--- src/rtl/vga_rx_monitor.sv ---
`default_nettype none
// ============================================================================
// Module   : vga_rx_monitor
// Purpose  : Receive-side monitor for the VGA output bundle. Recovers active
//            pixel coordinates and colour, pulses on every frame start, checks
//            line/frame/sync timing against the parameters and locks once
//            LOCK_FRAMES consecutive clean frames have been seen.
// Ports    : CLOCK_50, reset                 system clock, sync active-high reset
//            vga_clk, vga_hs, vga_vs,        observed VGA bundle (sync active low,
//            vga_blank_n, vga_r/g/b          blank_n high during active video)
//            rx_valid, rx_x, rx_y, rx_r/g/b  one pulse per active pixel + data
//            frame_start                     pulse on each VS falling edge
//            locked                          stream conforms to the parameters
//            err_pulse, err_count            violation pulse, saturating count
// Revision : 1.0 - initial release
// ============================================================================
module vga_rx_monitor #(
  parameter int H_ACTIVE    = 640,
  parameter int H_TOTAL     = 800,
  parameter int H_SYNC      = 96,
  parameter int V_ACTIVE    = 480,
  parameter int V_TOTAL     = 525,
  parameter int V_SYNC      = 2,
  parameter int LOCK_FRAMES = 2
) (
  input  logic       CLOCK_50,
  input  logic       reset,
  input  logic       vga_clk,
  input  logic       vga_hs,
  input  logic       vga_vs,
  input  logic       vga_blank_n,
  input  logic [7:0] vga_r,
  input  logic [7:0] vga_g,
  input  logic [7:0] vga_b,
  output logic       rx_valid,
  output logic [9:0] rx_x,
  output logic [9:0] rx_y,
  output logic [7:0] rx_r,
  output logic [7:0] rx_g,
  output logic [7:0] rx_b,
  output logic       frame_start,
  output logic       locked,
  output logic       err_pulse,
  output logic [7:0] err_count
);

  localparam logic [1:0] ST_HUNT    = 2'd0;
  localparam logic [1:0] ST_MEASURE = 2'd1;
  localparam logic [1:0] ST_LOCKED  = 2'd2;

  logic [2:0]  r_clk_sync;
  logic        w_pix_en;
  logic        r_hs_in;
  logic        r_vs_in;
  logic        r_blank_in;
  logic [23:0] r_rgb_in;
  logic        r_hs_prev;
  logic        r_vs_prev;
  logic [9:0]  r_h_cnt;
  logic [9:0]  r_v_cnt;
  logic [9:0]  r_ax;
  logic [9:0]  r_ay;
  logic        r_line_act;
  logic [1:0]  r_state;
  logic [1:0]  w_state_nxt;
  logic [7:0]  r_good;
  logic [7:0]  w_good_nxt;
  logic [7:0]  w_good_inc;
  logic        w_hs_fall;
  logic        w_hs_rise;
  logic        w_vs_fall;
  logic        w_vs_rise;
  logic [10:0] w_h_len;
  logic [10:0] w_v_len;
  logic [10:0] w_v_low;
  logic        w_viol;
  logic        w_err;

  function automatic logic [9:0] sat_inc(input logic [9:0] v);
    return (v == 10'h3FF) ? v : v + 10'd1;
  endfunction

  // vga_clk is asynchronous to CLOCK_50: two flops for metastability, a third
  // to find the rising edge. Data inputs get a single register so that they
  // are sampled well inside the pixel period by the time pix_en fires.
  always_ff @(posedge CLOCK_50) begin
    if (reset) begin
      r_clk_sync <= '0;
      r_hs_in    <= 1'b0;
      r_vs_in    <= 1'b0;
      r_blank_in <= 1'b0;
      r_rgb_in   <= '0;
    end else begin
      r_clk_sync <= {r_clk_sync[1:0], vga_clk};
      r_hs_in    <= vga_hs;
      r_vs_in    <= vga_vs;
      r_blank_in <= vga_blank_n;
      r_rgb_in   <= {vga_r, vga_g, vga_b};
    end
  end

  assign w_pix_en  = r_clk_sync[1] & ~r_clk_sync[2];

  assign w_hs_fall = w_pix_en &  r_hs_prev & ~r_hs_in;
  assign w_hs_rise = w_pix_en & ~r_hs_prev &  r_hs_in;
  assign w_vs_fall = w_pix_en &  r_vs_prev & ~r_vs_in;
  assign w_vs_rise = w_pix_en & ~r_vs_prev &  r_vs_in;

  // h_cnt holds the index of the previous sample within the line, so the
  // length of the line (or of the HS low pulse) ending now is h_cnt+1.
  assign w_h_len = {1'b0, r_h_cnt} + 11'd1;
  assign w_v_len = {1'b0, r_v_cnt} + 11'd1;
  // VS usually rises together with an HS fall; that fall closes the last
  // sync line and has not yet been counted into v_cnt.
  assign w_v_low = {1'b0, r_v_cnt} + {10'd0, w_hs_fall};

  assign w_viol = (w_hs_fall & (w_h_len != 11'(H_TOTAL)))
                | (w_hs_rise & (w_h_len != 11'(H_SYNC)))
                | (w_vs_fall & (w_v_len != 11'(V_TOTAL)))
                | (w_vs_rise & (w_v_low != 11'(V_SYNC)))
                | (w_hs_fall & (r_ax != 10'd0) & (r_ax != 10'(H_ACTIVE)))
                | (w_vs_fall & (r_ay != 10'(V_ACTIVE)));

  assign w_err      = w_viol & (r_state != ST_HUNT);
  assign w_good_inc = r_good + 8'd1;

  always_comb begin
    w_state_nxt = r_state;
    w_good_nxt  = r_good;
    case (r_state)
      ST_HUNT: begin
        if (w_vs_fall) begin
          w_state_nxt = ST_MEASURE;
          w_good_nxt  = 8'd0;
        end
      end
      ST_MEASURE: begin
        if (w_err) begin
          w_state_nxt = ST_HUNT;
        end else if (w_vs_fall) begin
          // Any violation would already have sent us to HUNT, so reaching a
          // VS fall here means the frame just closed was clean.
          w_good_nxt = w_good_inc;
          if (w_good_inc >= 8'(LOCK_FRAMES)) begin
            w_state_nxt = ST_LOCKED;
          end
        end
      end
      ST_LOCKED: begin
        if (w_err) begin
          w_state_nxt = ST_HUNT;
        end
      end
      default: w_state_nxt = ST_HUNT;
    endcase
  end

  always_ff @(posedge CLOCK_50) begin
    if (reset) begin
      r_hs_prev   <= 1'b0;
      r_vs_prev   <= 1'b0;
      r_h_cnt     <= '0;
      r_v_cnt     <= '0;
      r_ax        <= '0;
      r_ay        <= '0;
      r_line_act  <= 1'b0;
      r_state     <= ST_HUNT;
      r_good      <= '0;
      rx_valid    <= 1'b0;
      rx_x        <= '0;
      rx_y        <= '0;
      rx_r        <= '0;
      rx_g        <= '0;
      rx_b        <= '0;
      frame_start <= 1'b0;
      locked      <= 1'b0;
      err_pulse   <= 1'b0;
      err_count   <= '0;
    end else begin
      rx_valid    <= 1'b0;
      frame_start <= 1'b0;
      err_pulse   <= w_err;
      r_state     <= w_state_nxt;
      r_good      <= w_good_nxt;
      locked      <= (w_state_nxt == ST_LOCKED);
      if (w_err && (err_count != 8'hFF)) begin
        err_count <= err_count + 8'd1;
      end

      if (w_pix_en) begin
        r_hs_prev   <= r_hs_in;
        r_vs_prev   <= r_vs_in;
        frame_start <= w_vs_fall;
        r_h_cnt     <= w_hs_fall ? 10'd0 : sat_inc(r_h_cnt);

        if (w_vs_fall) begin
          r_v_cnt <= '0;
        end else if (w_hs_fall) begin
          r_v_cnt <= sat_inc(r_v_cnt);
        end

        if (w_hs_fall) begin
          r_ax       <= '0;
          r_line_act <= 1'b0;
        end else if (r_blank_in) begin
          r_ax       <= sat_inc(r_ax);
          r_line_act <= 1'b1;
        end

        if (w_vs_fall) begin
          r_ay <= '0;
        end else if (w_hs_fall && r_line_act) begin
          r_ay <= sat_inc(r_ay);
        end

        if (r_blank_in) begin
          rx_valid <= 1'b1;
          rx_x     <= r_ax;
          rx_y     <= r_ay;
          rx_r     <= r_rgb_in[23:16];
          rx_g     <= r_rgb_in[15:8];
          rx_b     <= r_rgb_in[7:0];
        end
      end
    end
  end

endmodule
`default_nettype wire

--- config.mk ---
export PLATFORM = sky130hd
export DESIGN_NAME = vga_rx_monitor
export DESIGN_NICKNAME = d
export VERILOG_FILES = /design/src/rtl/vga_rx_monitor.sv
export SDC_FILE = /design/constraint.sdc
export NUM_CORES = 1
export LEC_CHECK = 0
export BUFFER_PORTS_ARGS = -buffer_cell sky130_fd_sc_hd__buf_2
export CORE_UTILIZATION = 55
export DETAILED_ROUTE_END_ITERATION = 16
export PLACE_DENSITY = 0.77
export SLEW_MARGIN = 20
export SYNTH_ARGS = -nofsm -noshare
export SYNTH_HDL_FRONTEND = slang
export SYNTH_SLANG_ARGS = --single-unit
--- constraint.sdc ---
create_clock -name CLOCK_50 -period 3.1 [get_ports CLOCK_50]
set_input_delay 0.775 -clock CLOCK_50 [delete_from_list [all_inputs] [get_ports CLOCK_50]]
set_output_delay 0.775 -clock CLOCK_50 [all_outputs]
set_load 0.05 [all_outputs]
==> out/qor.yml, run 1 <==
cts:
  clk_pin_slew_ns: 0.06
  cts_root_buf: "clkbuf_8"
  htreeDepth: 4
  cts_made_buffers: 17
  cts_tree: "built"
  clk_path_buf_depth: 2
  clock_sinks: 139
  clkLatencyLatePin_ns: 0.53
  cts_hold_buffers: 0
  post_cts_buffers: 0
  ctsResizeCount: 0
logic_synthesis:
  synth.net_count: 737
  synth-edff-count: 0
  synth-warning-count: 0
  synthCells: 695
  synth_ff_type: "dfxtp_1"
  ys_types: 66
  syn_area_per_cell_sq_um: 8.544
  synth.ff_latch_count: 139
  netlist_area_sq_um: 5938
  synthArstFlopShare_pct: 0
  synth_seq_area_share_pct: 46.86
global_route:
  grt_pass1_vias: 4577
  grt_pass1_wl_mm: 21.40
  antenna_found_initial: 0
  grt_util_all_layers_pct: 23.81
  overflow: 0
  grt_max_degree: 61
setup_path:
  r2r-end: "r_good[4]$_SDFFE_PP0P_"
  cp-end-kind: "flop"
  r2r_start: "r_hs_in$_SDFF_PP0_"
  arrival_ns: 3.35
  worstSetupPathType: "reg -> reg"
  reg2regPathDepth: 11
  cp-start-kind: "flop"
  cp.required_ns: 3.57
  r2r_setup_slack_ns: 0.22
  critPathMaxFanout: 12
power:
  pwr-share-seq_pct: 46.7
  p_sw_share_pct: 22.75
  power_mw: 3.900
  intPower_mw: 3.013
  cellPowerDensity_nw_per_um2: 555.8
  leakage_nw: 2.868
  vdd_drop_max_mv: 0.5085
  p_switching_mw: 0.8872
  power_frac_clock_pct: 50.3
  power.share.combinational_pct: 3.0
timing:
  slew_viol_final: 0
  max_slew_margin_pct: 42.66
  hold-worst-slack_ns: 0.4287
  fmax_mhz: 347.6
  hold_viol: 0
  rsz0062_at_grt: "no"
  setup-tns-final_ns: 0
  setup_violations: 0
  fin_crit_sh_pct: 92.81
  layout_setup_ws_ns: 0.2227
  tightest_slew_ns: 0.8536
  period_needed_ns: 2.877
  fin_worst_skew_ns: 0.01087
floorplanning:
  die_area_sq_um: 11220
  rows: 37
  io_pins: 86
  dieWidth_um: 105.9
  start_util_pct: 57.01
  dieHeight_um: 105.9
  core_sq_um: 10420
final_layout:
  syn_to_final_growth_pct: 18.16
  drive_gt1_share_pct: 18.45
  layout.nets: 815
  diodes: 0
  instances_no_fill: 922
placed_design:
  port_buffers: 85
  dp_cells: 889
  dp_slack_ns: 0.2140
  dp.final_hpwl_mm: 8.510
  place_congestion: 0.8460
route:
  ant_nets: 0
  drt_pass1_iterations: 5
  vias: 5042
  routed_via_density: 5.469
  wirelength_mm: 12.90
  drc: 0
  first_iter_violations: 229
  wire_per_inst_um: 13.99
min_path:
  whs_endpoint: "r_clk_sync[1]$_SDFF_PP0_"
  hp-class: "reg -> reg"
  min_from: "r_clk_sync[0]$_SDFF_PP0_"
  whs_path_depth: 1
outcome:
  status: "complete, no violations"
job:
  drv_cap: 0
[worst max-delay path, cell delays in order (launching register included)]
cell      delay [ns]
dfxtp_1         0.33
nand2b_1        0.23
nor2_4          0.05
ha_1            0.19
and3_4          0.19
or4b_1          0.48
a211oi_2        0.25
o22ai_2         0.13
nor3_4          0.42
buf_4           0.25
a32oi_1         0.10
a21bo_1         0.21
[stage by stage]
step	utilization (%)	area [sq um]
floorplan	-	5938
global placement	61.75	6432
detailed placement	61.75	6432
CTS	67.29	7009
global route	67.36	7017
finish	67.36	7017
[layout make-up]
type	count	area [sq um]
clock buffers	17	414.1
clock inverters	15	162.7
repair buffers	97	515.5
flip-flops and latches	139	2783
well taps	136	170.2
fillers	826	3400
multi-input cells	505	2923
inverters	13	48.80
[how the worst max path moves through the flow]
stage,startpoint,end,cells past startpoint
final,r_hs_in$_SDFF_PP0_,r_good[4]$_SDFFE_PP0P_,11
after global routing,r_hs_in$_SDFF_PP0_,err_count[5]$_SDFFE_PP0P_,12
after CTS,r_hs_in$_SDFF_PP0_,r_good[2]$_SDFFE_PP0P_,11
after detailed placement,r_hs_in$_SDFF_PP0_,r_good[4]$_SDFFE_PP0P_,11
after global placement,r_hs_in$_SDFF_PP0_,r_good[4]$_SDFFE_PP0P_,11
after floorplan,r_clk_sync[2]$_SDFF_PP0_,err_count[4]$_SDFFE_PP0P_,12
[per-layer routing]
metal  global-route usage, %  routed length [um]  vias to the layer above  part of all wire, %
li1                        -                   -                     2533                    -
met1                   28.98                5679                     2352                   44
met2                   40.57                6321                      150                   49
met3                   7.909                 819                        7                  6.3
met4                   5.754                  81                        0                 0.63
met5                       0                   0                        -                    0
[layout by cell type (no fill, tap or decap), drive strengths merged, types with 6 or more instances in the layout]
cell type / count
a21oi: 67
and3: 14
buf: 97
clkbuf: 17
dfxtp: 139
ha: 12
inv: 19
nand2: 124
nand3: 15
nand4: 11
nor2: 65
nor2b: 41
nor3: 13
nor4: 6
o21ai: 14
or3: 6
xnor2: 16
xor2: 15
[power groups by stage]
stage	combinational [mW]	sequential [mW]	clock, mW
after floorplan	0.0706	1.87	0
after detailed placement	0.115	1.86	0
final	0.117	1.82	1.96
after global routing	0.128	1.82	2.08
after CTS	0.117	1.82	2.00
after global placement	0.112	1.86	0
[registers in the layout, summed over array words and instances, names as in the netlist]
register	cells
r_ay	10
r_hs_in	1
r_hs_prev	1
err_pulse	1
rx_r	8
r_h_cnt	10
r_ax	10
r_vs_in	1
err_count	8
r_v_cnt	10
r_rgb_in	24
rx_g	8
r_vs_prev	1
rx_b	8
r_clk_sync	3
rx_valid	1
rx_x	10
r_blank_in	1
r_good	8
r_line_act	1
r_state	2
locked	1
frame_start	1
rx_y	10
[logic make-up after synthesis]
| logic type | count (synthesis) | share of synthesized area (%) |
|---|---|---|
| buffers and inverters | 51 | 3.919 |
| AOI/OAI and AO/OA | 120 | 12.49 |
| xor gates and xnor gates | 31 | 4.572 |
| adders and majority gates | 12 | 2.528 |
| and+or+nand+nor | 334 | 28.19 |
| muxes | 8 | 1.433 |
| DFF | 139 | 46.86 |
[synth_stat cells, types with 5 or more instances]
| cell type | number | area (sq um) |
|---|---|---|
| o21ai_0 | 13 | 65.06 |
| nor2_1 | 64 | 240.2 |
| nand3_1 | 14 | 70.07 |
| nor3b_1 | 5 | 37.54 |
| and4_1 | 5 | 43.79 |
| dfxtp_1 | 139 | 2783 |
| and2_1 | 5 | 31.28 |
| inv_1 | 12 | 45.04 |
| xor2_1 | 15 | 131.4 |
| nor2b_1 | 41 | 256.5 |
| or3_1 | 6 | 37.54 |
| a21oi_1 | 66 | 330.3 |
| nand4_1 | 11 | 68.82 |
| nor3_1 | 11 | 55.05 |
| xnor2_1 | 16 | 140.1 |
| a31oi_1 | 5 | 31.28 |
| clkbuf_1 | 28 | 105.1 |
| ha_1 | 12 | 150.1 |
| and3_1 | 13 | 81.33 |
| nor4_1 | 6 | 37.54 |
| nand2_1 | 124 | 465.5 |
Power figures use the tool's default switching activity.
==> run 2: changes to the inputs <==
--- a/config.mk
+++ b/config.mk
@@ -7,7 +7,9 @@
 export LEC_CHECK = 0
 export BUFFER_PORTS_ARGS = -buffer_cell sky130_fd_sc_hd__buf_2
+export CORE_MARGIN = 2
 export CORE_UTILIZATION = 55
 export DETAILED_ROUTE_END_ITERATION = 16
 export PLACE_DENSITY = 0.77
+export RECOVER_POWER = 25
 export SLEW_MARGIN = 20
 export SYNTH_ARGS = -nofsm -noshare
==> constraint.sdc (replaced) <==
create_clock -name CLOCK_50 -period 3.1 [get_ports CLOCK_50]
set_input_delay 0.465 -clock CLOCK_50 [delete_from_list [all_inputs] [get_ports CLOCK_50]]
set_output_delay 0.465 -clock CLOCK_50 [all_outputs]
set_load 0.05 [all_outputs]
==> run 2 against run 1 <==
Die area up 3.8%; via count about the same; combinational power about the same; highest routed layer unchanged.
==> out/qor.yml, run 2 (synthesized netlist as in run 1, its figures left out) <==
floorplanning:
  dieWidth_um: 107.9
  start_util_pct: 57.01
  die_area_sq_um: 11640
  dieHeight_um: 107.9
  rows: 37
  io_pins: 86
  core_sq_um: 10420
cts:
  clk_pin_slew_ns: 0.06
  clock_sinks: 139
  clk_path_buf_depth: 2
  cts_made_buffers: 17
  cts_hold_buffers: 0
  htreeDepth: 4
  cts_tree: "built"
  post_cts_buffers: 0
  cts_root_buf: "clkbuf_8"
  clkLatencyLatePin_ns: 0.53
  ctsResizeCount: 0
timing:
  hold_viol: 0
  setup_violations: 0
  setup-tns-final_ns: 0
  max_slew_margin_pct: 35.59
  fin_worst_skew_ns: 0.006935
  fin_crit_sh_pct: 95.20
  slew_viol_final: 0
  fmax_mhz: 338.8
  rsz0062_at_grt: "yes"
  tightest_slew_ns: 0.9662
  period_needed_ns: 2.951
  layout_setup_ws_ns: 0.1488
setup_path:
  r2r_start: "r_hs_in$_SDFF_PP0_"
  worstSetupPathType: "reg -> reg"
  cp-start-kind: "flop"
  reg2regPathDepth: 13
  cp.required_ns: 3.56
  r2r_setup_slack_ns: 0.15
  arrival_ns: 3.41
  critPathMaxFanout: 11
  r2r-end: "err_count[1]$_SDFFE_PP0P_"
  cp-end-kind: "flop"
global_route:
  grt_util_all_layers_pct: 23.23
  grt_pass1_vias: 4729
  grt_pass1_wl_mm: 21.51
  antenna_found_initial: 0
  overflow: 0
  grt_max_degree: 79
placed_design:
  place_congestion: 0.8579
  dp_slack_ns: 0.1283
  place_area_sq_um: 6420
  dp.final_hpwl_mm: 8.613
  port_buffers: 85
final_layout:
  mostFrequentLayoutCell: "dfxtp_1"
  diodes: 0
  top_register: "r_rgb_in"
  fillCellCount: 861
  multi_input_area_sq_um: 2923
  final_cell_mix: "dfxtp_1 (139), nand2_1 (124), buf_2 (84)"
  syn_to_final_growth_pct: 17.80
  postLayoutCellArea_sq_um: 6995
  layout.nets: 814
  drive_gt1_share_pct: 18.22
  regArea_sq_um: 2783
  largest_reg_flops: 24
route:
  drt_pass1_iterations: 5
  first_iter_violations: 303
  drc: 0
  vias: 5045
  wirelength_mm: 12.78
  ant_nets: 0
  routed_via_density: 5.478
  wire_per_inst_um: 13.88
min_path:
  whs_endpoint: "r_rgb_in[7]$_SDFF_PP0_"
  whs_path_depth: 2
  hp-class: "in -> reg"
  min_from: "vga_b[7]"
outcome:
  status: "complete, no violations"
power:
  cellPowerDensity_nw_per_um2: 550.6
  vdd_drop_max_mv: 0.4415
  leakage_nw: 2.854
job:
  drv_cap: 0
run 2: per-layer routing:
layer / vias up / global-route usage [%] / part of all wire [%]
met5: - / 0 / 0
met2: 152 / 37.38 / 48
met3: 23 / 9.019 / 6.9
li1: 2532 / - / -
met1: 2338 / 28.03 / 44
met4: 0 / 9.158 / 1.7
run 2: worst max-delay path by stage:
stage	start	to	slack [ns]	depth (start not counted)
4_1_cts	r_hs_in$_SDFF_PP0_	r_good[4]$_SDFFE_PP0P_	0.08	11
5_1_grt	r_hs_in$_SDFF_PP0_	err_count[1]$_SDFFE_PP0P_	-0.008	13
6_report	r_hs_in$_SDFF_PP0_	err_count[1]$_SDFFE_PP0P_	0.15	13
2_1_floorplan	r_clk_sync[2]$_SDFF_PP0_	err_count[4]$_SDFFE_PP0P_	0.24	12
3_5_place_dp	r_hs_in$_SDFF_PP0_	r_good[4]$_SDFFE_PP0P_	0.13	11
3_3_place_gp	r_hs_in$_SDFF_PP0_	r_good[4]$_SDFFE_PP0P_	0.25	11
run 2: power breakdown:
| group | leakage [nW] | total [mW] | internal, mW | switching, mW |
|---|---|---|---|---|
| sequential | 1.13 | 1.82 | 1.81 | 0.0102 |
| clock | 0.276 | 1.92 | 1.10 | 0.814 |
| combinational | 1.45 | 0.114 | 0.0413 | 0.0724 |
| total | 2.85 | 3.85 | 2.95 | 0.897 |
run 2: critical path: stages (launching register included):
cell and delay [ns]:
dfxtp_1 0.32, nand2b_1 0.23, nor2_4 0.13, ha_1 0.17, ha_1 0.21, nand3_1 0.14, nor2_1 0.16, o21a_1 0.13
a22oi_1 0.09, o22ai_2 0.22, nor3_4 0.11, buf_4 0.16, or4b_2 0.67, a21oi_1 0.14
run 2: through the flow:
stage	instances	hold slack [ns]	util (%)	power [mW]
3_3_place_gp	887	0.4188	61.63	1.968
5_1_grt	921	0.1234	67.16	3.977
6_report	921	0.1410	67.16	3.852
4_1_cts	919	0.1223	67.08	3.885
3_5_place_dp	887	0.4248	61.63	1.973
2_1_floorplan	695	0.4138	-	1.937
run 2: area by class of cell:
cell class	count	share of cell area (%)
clock inverters	14	1.985
multi-input cells	505	41.78
clock buffers	18	6.117
flip-flops and latches	139	39.78
repair buffers	96	7.208
well taps	136	2.432
inverters	13	0.6975
